==> config.mk <==
export PLATFORM = sky130hd
export DESIGN_NAME = ram_march_bist
export DESIGN_NICKNAME = d
export VERILOG_FILES = /design/src/rtl/ram_march_bist.sv
export SDC_FILE = /design/constraint.sdc
export NUM_CORES = 1
export LEC_CHECK = 0
export CAP_MARGIN = 15
export CORE_MARGIN = 3
export CORE_UTILIZATION = 30
export DETAILED_ROUTE_END_ITERATION = 8
export SKIP_LAST_GASP = 1
export SLEW_MARGIN = 10
export SYNTH_ARGS = -nofsm -noshare
export SYNTH_HDL_FRONTEND = slang
export SYNTH_SLANG_ARGS = --single-unit
==> constraint.sdc <==
create_clock -name clk -period 4.3 [get_ports clk]
set_input_delay 1.29 -clock clk [delete_from_list [all_inputs] [get_ports clk]]
set_output_delay 1.29 -clock clk [all_outputs]
set_load 0.1 [all_outputs]
==> src/rtl/ram_march_bist.sv <==
// ram_march_bist: four-phase march test engine for a dual-port RAM.
// Phases: write PATTERN (ascending), read/check PATTERN (ascending),
// write ~PATTERN (descending), read/check ~PATTERN (descending).
// Optional macro BIST_STOP_ON_FAIL_EN: the first mismatch aborts the run.
// Ports:
//   clk, rst                     clock, synchronous active-high reset
//   start                        begin a test (accepted only in IDLE)
//   busy, done                   run in progress / one-cycle end pulse
//   pass, err_count              result summary, valid from done
//   fail_addr, fail_data         address and raw read data of first mismatch
//   ram_we, ram_wr_addr, ram_din write port to RAM
//   ram_re, ram_rd_addr          read port to RAM
//   ram_dout                     registered RAM read data
module ram_march_bist #(
    parameter int ADDR_W = 4,
    parameter int DATA_W = 8,
    parameter logic [DATA_W-1:0] PATTERN = 8'hA5
) (
    input  logic              clk,
    input  logic              rst,
    input  logic              start,
    output logic              busy,
    output logic              done,
    output logic              pass,
    output logic [ADDR_W+1:0] err_count,
    output logic [ADDR_W-1:0] fail_addr,
    output logic [DATA_W-1:0] fail_data,
    output logic              ram_we,
    output logic [ADDR_W-1:0] ram_wr_addr,
    output logic [DATA_W-1:0] ram_din,
    output logic              ram_re,
    output logic [ADDR_W-1:0] ram_rd_addr,
    input  logic [DATA_W-1:0] ram_dout
);
    typedef enum logic [2:0] {IDLE, WR_BG, RD_BG, WR_INV, RD_INV, DRAIN, DONE} state_t;
    localparam logic [ADDR_W-1:0] LAST = '1;
    state_t state, nxt;
    logic [ADDR_W-1:0] cnt, nxt_cnt;
    logic chk_v;
    logic [ADDR_W-1:0] chk_addr;
    logic [DATA_W-1:0] chk_exp;
    logic mism, nxt_we, nxt_re;
    logic [ADDR_W+1:0] err_nxt;
    always_comb begin
        mism = chk_v && (ram_dout != chk_exp);
        err_nxt = err_count + {{(ADDR_W+1){1'b0}}, mism};
        nxt = state;
        nxt_cnt = cnt;
        case (state)
            IDLE: begin
                nxt = start ? WR_BG : IDLE;
                nxt_cnt = '0;
            end
            WR_BG: begin
                nxt = cnt == LAST ? RD_BG : WR_BG;
                nxt_cnt = cnt + 1'b1;
            end
            RD_BG: begin
                nxt = cnt == LAST ? WR_INV : RD_BG;
                nxt_cnt = cnt == LAST ? LAST : cnt + 1'b1;
            end
            WR_INV: begin
                nxt = cnt == '0 ? RD_INV : WR_INV;
                nxt_cnt = cnt == '0 ? LAST : cnt - 1'b1;
            end
            RD_INV: begin
                nxt = cnt == '0 ? DRAIN : RD_INV;
                nxt_cnt = cnt - 1'b1;
            end
            DRAIN: nxt = DONE;
            default: nxt = IDLE;
        endcase
`ifdef BIST_STOP_ON_FAIL_EN
        if (mism) nxt = DONE;
`else
`endif
        nxt_we = nxt == WR_BG || nxt == WR_INV;
        nxt_re = nxt == RD_BG || nxt == RD_INV;
    end
    // Strobes are registered from the next state so they line up with the state register.
    // A read issued in cycle k is checked at the second edge after it, when ram_dout holds it.
    always_ff @(posedge clk) begin
        if (rst) begin
            state <= IDLE;
            cnt <= '0;
            busy <= 1'b0;
            done <= 1'b0;
            pass <= 1'b0;
            err_count <= '0;
            fail_addr <= '0;
            fail_data <= '0;
            ram_we <= 1'b0;
            ram_wr_addr <= '0;
            ram_din <= '0;
            ram_re <= 1'b0;
            ram_rd_addr <= '0;
            chk_v <= 1'b0;
            chk_addr <= '0;
            chk_exp <= '0;
        end else begin
            state <= nxt;
            cnt <= nxt_cnt;
            busy <= nxt != IDLE && nxt != DONE;
            done <= nxt == DONE;
            ram_we <= nxt_we;
            ram_wr_addr <= nxt_we ? nxt_cnt : '0;
            ram_din <= nxt == WR_BG ? PATTERN : nxt == WR_INV ? ~PATTERN : '0;
            ram_re <= nxt_re;
            ram_rd_addr <= nxt_re ? nxt_cnt : '0;
            chk_v <= ram_re && nxt != DONE;
            chk_addr <= ram_rd_addr;
            chk_exp <= state == RD_INV ? ~PATTERN : PATTERN;
            if (state == IDLE && start) begin
                pass <= 1'b0;
                err_count <= '0;
                fail_addr <= '0;
                fail_data <= '0;
            end else begin
                if (mism) begin
                    err_count <= err_nxt;
                    if (err_count == '0) begin
                        fail_addr <= chk_addr;
                        fail_data <= ram_dout;
                    end
                end
                if (nxt == DONE) pass <= err_nxt == '0;
            end
        end
    end
endmodule

==> results of run 1 <==
-- power breakdown --
group | total (mW) | internal [mW] | switching, mW
registers | 0.449 | 0.441 | 0.00781
logic | 0.105 | 0.0328 | 0.0725
clock network | 0.252 | 0.114 | 0.139
total | 0.806 | 0.587 | 0.219
-- worst reg2reg max path: cells and delay by family, from the launching register on --
family | cells | cell delay, ns
AO/OA/AOI/OAI | 2 | 0.63
AND/OR/NAND/NOR | 3 | 0.39
flip-flops | 1 | 0.34
adder cells (fa/ha/maj) | 1 | 0.24
multiplexers | 1 | 0.22
XOR/XNOR | 1 | 0.16
-- path summary, 6_finish.rpt --
| path | end | slack, ns | depth (start not counted) |
|---|---|---|---|
| worst max-delay path | pass | 0.65 | 9 |
| worst min-delay path | chk_addr[0] | 0.47 | 1 |
| worst max register to register | err_count[5] | 2.21 | 8 |
| worst min register to register | chk_addr[0] | 0.47 | 1 |
-- flip-flops by register name (all words and copies together) (netlist names) --
| name | count |
|---|---|
| busy | 1 |
| chk_addr | 4 |
| chk_exp | 2 |
| chk_v | 1 |
| cnt | 4 |
| done | 1 |
| err_count | 6 |
| fail_addr | 4 |
| fail_data | 8 |
| pass | 1 |
| ram_din | 2 |
| ram_rd_addr | 4 |
| ram_re | 1 |
| ram_we | 1 |
| ram_wr_addr | 4 |
| state | 3 |
-- metrics by stage --
step	area, um^2	worst slack [ns]
finish	2700	0.655
global route	2700	0.486
CTS	2700	0.649
detailed placement	2610	0.364
global placement	2610	0.418
floorplan	2110	1.00
-- logic make-up after synthesis --
family                     synth area share (%)
DFF                                        44.7
muxes                                      9.27
AOI/OAI and AO/OA                          12.6
buffers and inverters                      6.65
and+or+nand+nor                            20.3
adders and majority gates                  2.38
xor gates and xnor gates                   4.16
-- routing by layer --
metal | GRT usage, % | routed length, um
met3 | 3.26 | 186
met1 | 13.3 | 1900
met5 | 0 | 0
met4 | 3.83 | 61
met2 | 19.0 | 2190
-- final cells by class --
cell class                 instances  area [um^2]  area share [%]
clock buffer                       6         72.6            2.69
clock inverter                     2         12.5           0.464
inverter                           9         33.8            1.25
multi-input combinational        157         1020            38.0
sequential                        47          941            34.9
tap                               93          116            4.31
timing repair buffer              50          498            18.5
-- cell usage in the layout (no fill, tap or decap), types with 6 or more instances in the layout --
master and n:
nor2b_1 10, mux2i_1 15, dfxtp_1 47, nor2_1 40, xnor2_1 9, clkdlybuf4s50_1 49
nand2_1 10, o21ai_0 6, inv_1 9, a21oi_1 11
==> flow_summary.json, run 1 <==
{
  "dr.pass1.iters": 4,
  "syn_area_per_cell_um2": 9.08,
  "grt_pass1_vias": 1569,
  "drt-wirelength-per-cell_um": 11.9,
  "h-tree-depth": 2,
  "clk_pin_slew_worst_paths_ns": 0.08,
  "synthFlopType": "dfxtp_1",
  "ys_types": 45,
  "setup_viol": 0,
  "drtIter0Drc": 46,
  "clock.fmax_ghz": 0.274,
  "overflow": 0,
  "seq_area_frac_synth_pct": 44.7,
  "cp_top_family": "simple AND/OR/NAND/NOR gates",
  "ant_nets": 0,
  "crit_path_max_incr_delay_ns": 0.58,
  "fillers": 661,
  "ir_drop_uv": 135,
  "nNetsFinal": 285,
  "vias_per_cell": 4.65,
  "worst_ep_required_time_ns": 4.52,
  "criticalPathCategory": "primary input to flip-flop",
  "io_buffers": 49,
  "synth_top_area_cell": "dfxtp_1",
  "end_kind": "flip-flop",
  "track_usage_pct": 11.1,
  "syn_nets": 247,
  "ctsResizeCount": 0,
  "finalMaxSlewViolations": 0,
  "synth_edf_count": 0,
  "fp.dieH_um": 89.8,
  "tightest_slew_ns": 0.989,
  "max_slew_margin_pct": 33.9,
  "syn_to_final_growth_pct": 28.2,
  "clock_latency_ns": 0.29,
  "yosysTopAreaCellShare_pct": 44.7,
  "grt_max_degree": 21,
  "start_util_pct": 32.1,
  "r2r_start": "chk_exp[6]",
  "outcome": "finished clean",
  "syn_area_um2": 2110,
  "power.density_nw_per_um2": 299,
  "hpwl_um": 3240,
  "start_kind": "primary input",
  "grt_pass1_wl_um": 7480,
  "cts_hold_buf": 0,
  "cts_sinks": 47,
  "dp.cells": 356,
  "synthTopCellsByCount": "47 x dfxtp_1, 40 x nor2_1, 15 x mux2i_1",
  "hold_slack_ns": 0.468,
  "vias": 1691,
  "clock_path_buffers": 2,
  "crit_slowest_cell": "or4_1",
  "ios": 50,
  "final_util_pct": 41.1,
  "yosysMostFrequentCell": "dfxtp_1",
  "post-cts-setup-buffer-count": 0,
  "cts_made_buffers": 5,
  "crit_buf_inv": 1,
  "die-area_um2": 8060,
  "fin_crit_ns": 3.65,
  "ys_top_cells_by_area": "dfxtp_1 45%, mux2i_1 7.1%, nor2_1 7.1%",
  "die_w_um": 89.8,
  "tns_ns": 0,
  "drive_gt1_share_pct": 4.80,
  "crit_chain": "clkdlybuf4s50_1 > or4_1 > mux2i_4 > a21oi_1 > ha_1 > ha_1 > nor4_1 > nand3_1 > o22ai_1",
  "ys_seq_elements": 47,
  "async_reset_ff_share_pct": 0,
  "grt_setup_unrepaired": "no",
  "syn_inst": 232,
  "num_rows": 29,
  "core_um2": 6570,
  "power.static_leakage_nw": 0.946,
  "drc_errors": 0,
  "fin_skew_ns": 0.00197,
  "crit_start": "ram_dout[1]",
  "fin_cells": 364,
  "antenna_found_initial": 0,
  "hold_viol_final": 0,
  "worstPathArrival_ns": 3.86,
  "drv_cap": 0,
  "cts_tree": "yes",
  "crit_fanout": 6,
  "wl_um": 4340,
  "hp-start": "ram_rd_addr[0]",
  "ys_warn_count": 0,
  "gp_congestion": 0.794,
  "power.total_mw": 0.806,
  "root_buffer": "clkbuf_8",
  "crit_top_cell": "ha_1",
  "period_share_pct": 84.8,
  "antenna_cells": 0,
  "hp-class": "flip-flop to flip-flop"
}
Power figures use the tool's default switching activity.
==> run 2, diff against run 1 <==
==> constraint.sdc (replaced) <==
create_clock -name clk -period 3.1 [get_ports clk]
set_input_delay 0.93 -clock clk [delete_from_list [all_inputs] [get_ports clk]]
set_output_delay 0.93 -clock clk [all_outputs]
set_load 0.1 [all_outputs]
==> run 2 against run 1 <==
  * Power is 53% higher
  * First-iteration DRC count shrank 22%
  * Clock-buffer cell count stayed put
  * Hold slack better by 0.0012 ns
  * Sequential cell count stayed put
  * Critical path depth up 1
  * Wire length up 5.1%
  * Final cell count is 2.2% higher
  * Setup slack lost 0.48 ns
==> flow_summary.json, run 2 (synthesis gave the netlist of run 1 again) <==
{
  "whs_path_depth": 1,
  "fin_crit_ns": 2.93,
  "fp.dieH_um": 89.8,
  "drv_cap": 0,
  "hold_slack_ns": 0.469,
  "power.density_nw_per_um2": 452,
  "start_kind": "primary input",
  "r2r_start": "cnt[0]",
  "root_buffer": "clkbuf_8",
  "reg2regPathDepth": 7,
  "vias_per_cell": 4.60,
  "dr.pass1.iters": 4,
  "grt_pass1_vias": 1614,
  "gp_congestion": 0.791,
  "regMostFlops": "fail_data",
  "period_share_pct": 94.4,
  "hp-start": "ram_rd_addr[1]",
  "drc_errors": 0,
  "num_rows": 29,
  "layout_common_cells": "48 x buf_4, 47 x dfxtp_1, 40 x nor2_1",
  "hold_end": "chk_addr[1]",
  "tightest_slew_ns": 0.812,
  "hpwl_um": 3340,
  "cts_tree": "yes",
  "vias": 1712,
  "max_slew_margin_pct": 45.7,
  "antenna_found_initial": 0,
  "clock_path_buffers": 2,
  "power.total_mw": 1.23,
  "post-route-worst-setup-slack_ns": 0.172,
  "hold_viol_final": 0,
  "worst_ep_required_time_ns": 3.32,
  "cts_sinks": 47,
  "end_kind": "flip-flop",
  "h-tree-depth": 2,
  "outcome": "finished clean",
  "worstPathArrival_ns": 3.15,
  "hp-class": "flip-flop to flip-flop",
  "drive_gt1_share_pct": 23.7,
  "cts_made_buffers": 5,
  "wl_um": 4560,
  "drt-wirelength-per-cell_um": 12.3,
  "grt_max_degree": 20,
  "io_buffers": 49,
  "final_util_pct": 41.6,
  "crit_fanout": 3,
  "post-place-ws_ns": -0.319,
  "die-area_um2": 8060,
  "clk_pin_slew_worst_paths_ns": 0.09,
  "antenna_cells": 0,
  "r2r_slack_ns": 1.10,
  "grt_setup_unrepaired": "no",
  "die_w_um": 89.8,
  "overflow": 0,
  "clock.fmax_ghz": 0.342,
  "grt_pass1_wl_um": 7730,
  "finalMaxSlewViolations": 0,
  "fin_skew_ns": 0.00733,
  "timing.rr.end": "ram_rd_addr[1]",
  "start_util_pct": 32.1,
  "criticalPathCategory": "primary input to flip-flop",
  "nNetsFinal": 293,
  "core_um2": 6570,
  "drtIter0Drc": 36,
  "clock_latency_ns": 0.30,
  "power.static_leakage_nw": 1.08,
  "setup_viol": 0,
  "ant_nets": 0,
  "track_usage_pct": 11.5,
  "syn_to_final_growth_pct": 29.7,
  "largest_register_ffs": 8,
  "fillers": 666,
  "ir_drop_uv": 198,
  "ios": 50,
  "final_common_cell": "buf_4",
  "reg.largest.list": "fail_data: 8 flops, err_count: 6 flops",
  "post-cts-setup-buffer-count": 0
}
## run 2: changes by cell type in the layout (fill, tap and decap cells not counted), sizes merged
cell           change
clkinvlp           -1
clkdlybuf4s50     -39
bufinv             +1
buf               +47
## run 2: routing by layer
layer  track usage, %  vias to the layer above  wire (um)
li1                 -                      886          -
met5                0                        -          0
met1             13.3                      792       2070
met3             3.59                        6        184
met4             3.83                        0         57
met2             20.1                       28       2250
## run 2: stage by stage
stage / cell area (um^2) / instances / setup TNS (ns)
2_1_floorplan: 2110 / 232 / 0
3_3_place_gp: 2580 / 364 / -0.562
3_5_place_dp: 2580 / 364 / -0.759
4_1_cts: 2690 / 372 / 0
5_1_grt: 2730 / 372 / 0
6_report: 2730 / 372 / 0
## run 2: cell type report
class	count	area (um^2)	area share, %
timing repair buffer	58	460	16.9
multi-input combinational	157	1060	38.9
inverter	9	33.8	1.24
sequential	47	941	34.4
clock inverter	2	35.0	1.28
clock buffer	6	82.6	3.02
tap	93	116	4.26
## run 2: worst max path at each step
| stage | from | slack, ns | to | cells past startpoint |
|---|---|---|---|---|
| 2_1_floorplan | ram_dout[1] | 0.16 | pass | 8 |
| 3_3_place_gp | ram_dout[1] | -0.27 | pass | 9 |
| 3_5_place_dp | ram_dout[1] | -0.32 | pass | 9 |
| 4_1_cts | ram_dout[1] | 0.003 | pass | 9 |
| 5_1_grt | ram_dout[4] | 0.05 | pass | 10 |
| 6_report | ram_dout[4] | 0.17 | pass | 10 |
## run 2: critical path, stage by stage
cell             delay [ns]
clkdlybuf4s50_1        0.42
or4_4                  0.55
mux2i_4                0.20
a21oi_4                0.09
ha_1                   0.23
and3_1                 0.20
nand3_1                0.11
xor2_1                 0.18
nand3_1                0.09
o22ai_1                0.14
## run 2: power by group
| part | total, mW | internal, mW | switching [mW] |
|---|---|---|---|
| clock | 0.459 | 0.261 | 0.198 |
| combinational | 0.152 | 0.0485 | 0.103 |
| sequential | 0.623 | 0.611 | 0.0111 |
## run 2: what timing repair did
action,CTS,global route
endpoints found under the hold margin,0,0
hold buffers,0,0
endpoints found under the setup margin,0,3
resized for setup,0,6
==> run 3, diff against run 2 <==
--- a/config.mk
+++ b/config.mk
@@ -9,6 +9,7 @@
 export CORE_MARGIN = 3
 export CORE_UTILIZATION = 30
 export DETAILED_ROUTE_END_ITERATION = 8
+export PLACE_DENSITY = 0.66
 export SKIP_LAST_GASP = 1
 export SLEW_MARGIN = 10
 export SYNTH_ARGS = -nofsm -noshare
==> run 3 against run 2 <==
  * Global-route usage rose by 0.31 points
  * Die area did not move
  * Final cell count did not move
  * Power barely moved
  * Critical path depth fell by 1
  * Critical endpoint unchanged
  * Largest cell class unchanged
  * Highest routed layer unchanged
==> flow_summary.json, run 3 (synthesis gave the netlist of run 1 again) <==
{
  "drv_cap": 0,
  "die_w_um": 89.8,
  "io_buffers": 49,
  "outcome": "finished clean",
  "criticalPathCategory": "primary input to flip-flop",
  "drc_errors": 0,
  "gp_congestion": 0.796,
  "layout_common_cells": "48 x buf_4, 47 x dfxtp_1, 40 x nor2_1",
  "whs_path_depth": 1,
  "syn_to_final_growth_pct": 29.9,
  "drive_gt1_share_pct": 23.7,
  "drt-wirelength-per-cell_um": 12.4,
  "r2r_start": "cnt[0]",
  "multi_input_area_um2": 1060,
  "cp_top_family": "simple AND/OR/NAND/NOR gates",
  "reg2regPathDepth": 7,
  "core_um2": 6570,
  "fp.dieH_um": 89.8,
  "h-tree-depth": 2,
  "die-area_um2": 8060,
  "dr.pass1.iters": 4,
  "p_int_mw": 0.920,
  "num_rows": 29,
  "worstPathArrival_ns": 3.20,
  "start_util_pct": 32.1,
  "grt_max_degree": 20,
  "post-route-worst-setup-slack_ns": 0.123,
  "ios": 50,
  "root_buffer": "clkbuf_8",
  "post-place-ws_ns": -0.274,
  "post-cts-setup-buffer-count": 0,
  "timing.rr.end": "ram_din[5]",
  "max_slew_margin_pct": 45.1,
  "clk_pin_slew_worst_paths_ns": 0.08,
  "worst_ep_required_time_ns": 3.33,
  "power.density_nw_per_um2": 451,
  "start_kind": "primary input",
  "power_frac_comb_pct": 12.3,
  "period_share_pct": 96.0,
  "r2r_slack_ns": 1.02,
  "nNetsFinal": 293,
  "pwr-share-seq_pct": 50.4,
  "fin_skew_ns": 0.00864,
  "end_kind": "flip-flop",
  "setup_viol": 0,
  "track_usage_pct": 11.8,
  "crit_buf_inv": 1,
  "grt_setup_unrepaired": "no",
  "largest_register_ffs": 8,
  "clock_latency_ns": 0.30,
  "fin_crit_ns": 2.98,
  "hp-class": "flip-flop to flip-flop",
  "tightest_slew_ns": 0.821,
  "hpwl_um": 3310,
  "drtIter0Drc": 74,
  "p_sw_mw": 0.314,
  "cts_hold_buf": 0,
  "crit_path_max_incr_delay_ns": 0.53,
  "antenna_found_initial": 0,
  "power.static_leakage_nw": 1.10,
  "grt_pass1_wl_um": 7930,
  "power.total_mw": 1.23,
  "regMostFlops": "fail_data",
  "hold_viol_final": 0,
  "ant_nets": 0,
  "crit_fanout": 3,
  "power.share.switching_pct": 25.4,
  "ir_drop_uv": 172,
  "reg.largest.list": "fail_data: 8 flops, err_count: 6 flops",
  "regArea_um2": 941,
  "grt_pass1_vias": 1662,
  "wl_um": 4620,
  "crit_slowest_cell": "or4_4",
  "overflow": 0,
  "final_common_cell": "buf_4",
  "vias_per_cell": 4.66,
  "cts_sinks": 47,
  "vias": 1732,
  "cts_tree": "yes",
  "antenna_cells": 0,
  "power_frac_clock_pct": 37.2,
  "finalMaxSlewViolations": 0,
  "clock.fmax_ghz": 0.336,
  "cts_made_buffers": 5,
  "clock_path_buffers": 2,
  "ctsResizeCount": 0,
  "hold_end": "chk_addr[2]",
  "crit_chain": "clkdlybuf4s50_1 > or4_4 > mux2i_4 > a21oi_4 > ha_1 > ha_4 > nor4_2 > nand3_1 > o22ai_1",
  "fillers": 664,
  "hp-start": "ram_rd_addr[2]"
}
run 3: cell types whose count changed in the layout (fill, tap and decap cells not counted):
| cell | before | now |
|---|---|---|
| dlymetal6s2s_1 | 0 | 2 |
| clkdlybuf4s50_1 | 10 | 8 |
run 3: power groups by stage:
| stage | registers, mW | logic, mW | clock network (mW) |
|---|---|---|---|
| after floorplan | 0.664 | 0.0821 | 0 |
| after global placement | 0.637 | 0.150 | 0 |
| after detailed placement | 0.637 | 0.151 | 0 |
| after CTS | 0.623 | 0.152 | 0.475 |
| after global routing | 0.625 | 0.164 | 0.502 |
| final | 0.622 | 0.152 | 0.459 |
run 3: worst max path at each step:
stage,to,cells past startpoint,start,slack (ns)
global placement,pass,9,ram_dout[1],-0.26
floorplan,pass,8,ram_dout[1],0.16
global route,pass,10,ram_dout[5],0.02
CTS,pass,9,ram_dout[1],0.01
detailed placement,pass,9,ram_dout[1],-0.27
finish,pass,9,ram_dout[3],0.12
run 3: metal layers:
layer	GRT usage, %	part of all wire [%]	vias to the layer above
met2	20.6	51	51
met5	0	0	-
met1	13.2	41	794
met3	3.51	5.6	8
met4	5.36	2.0	0
li1	-	-	879
run 3: layout make-up:
cell class	instances	share of cell area [%]
timing repair buffer	58	17.0
tap	93	4.25
clock buffer	6	3.02
multi-input combinational	157	38.8
clock inverter	2	1.28
sequential	47	34.4
inverter	9	1.23
run 3: metrics by stage:
stage	utilization, %	instance area [um^2]	cells	hold slack [ns]	TNS (ns)
2_1_floorplan	-	2110	232	0.440	0
6_report	41.7	2740	372	0.471	0
4_1_cts	41.0	2690	372	0.470	0
3_5_place_dp	39.2	2580	364	0.459	-0.627
3_3_place_gp	39.2	2580	364	0.445	-0.554
5_1_grt	41.7	2740	372	0.486	0
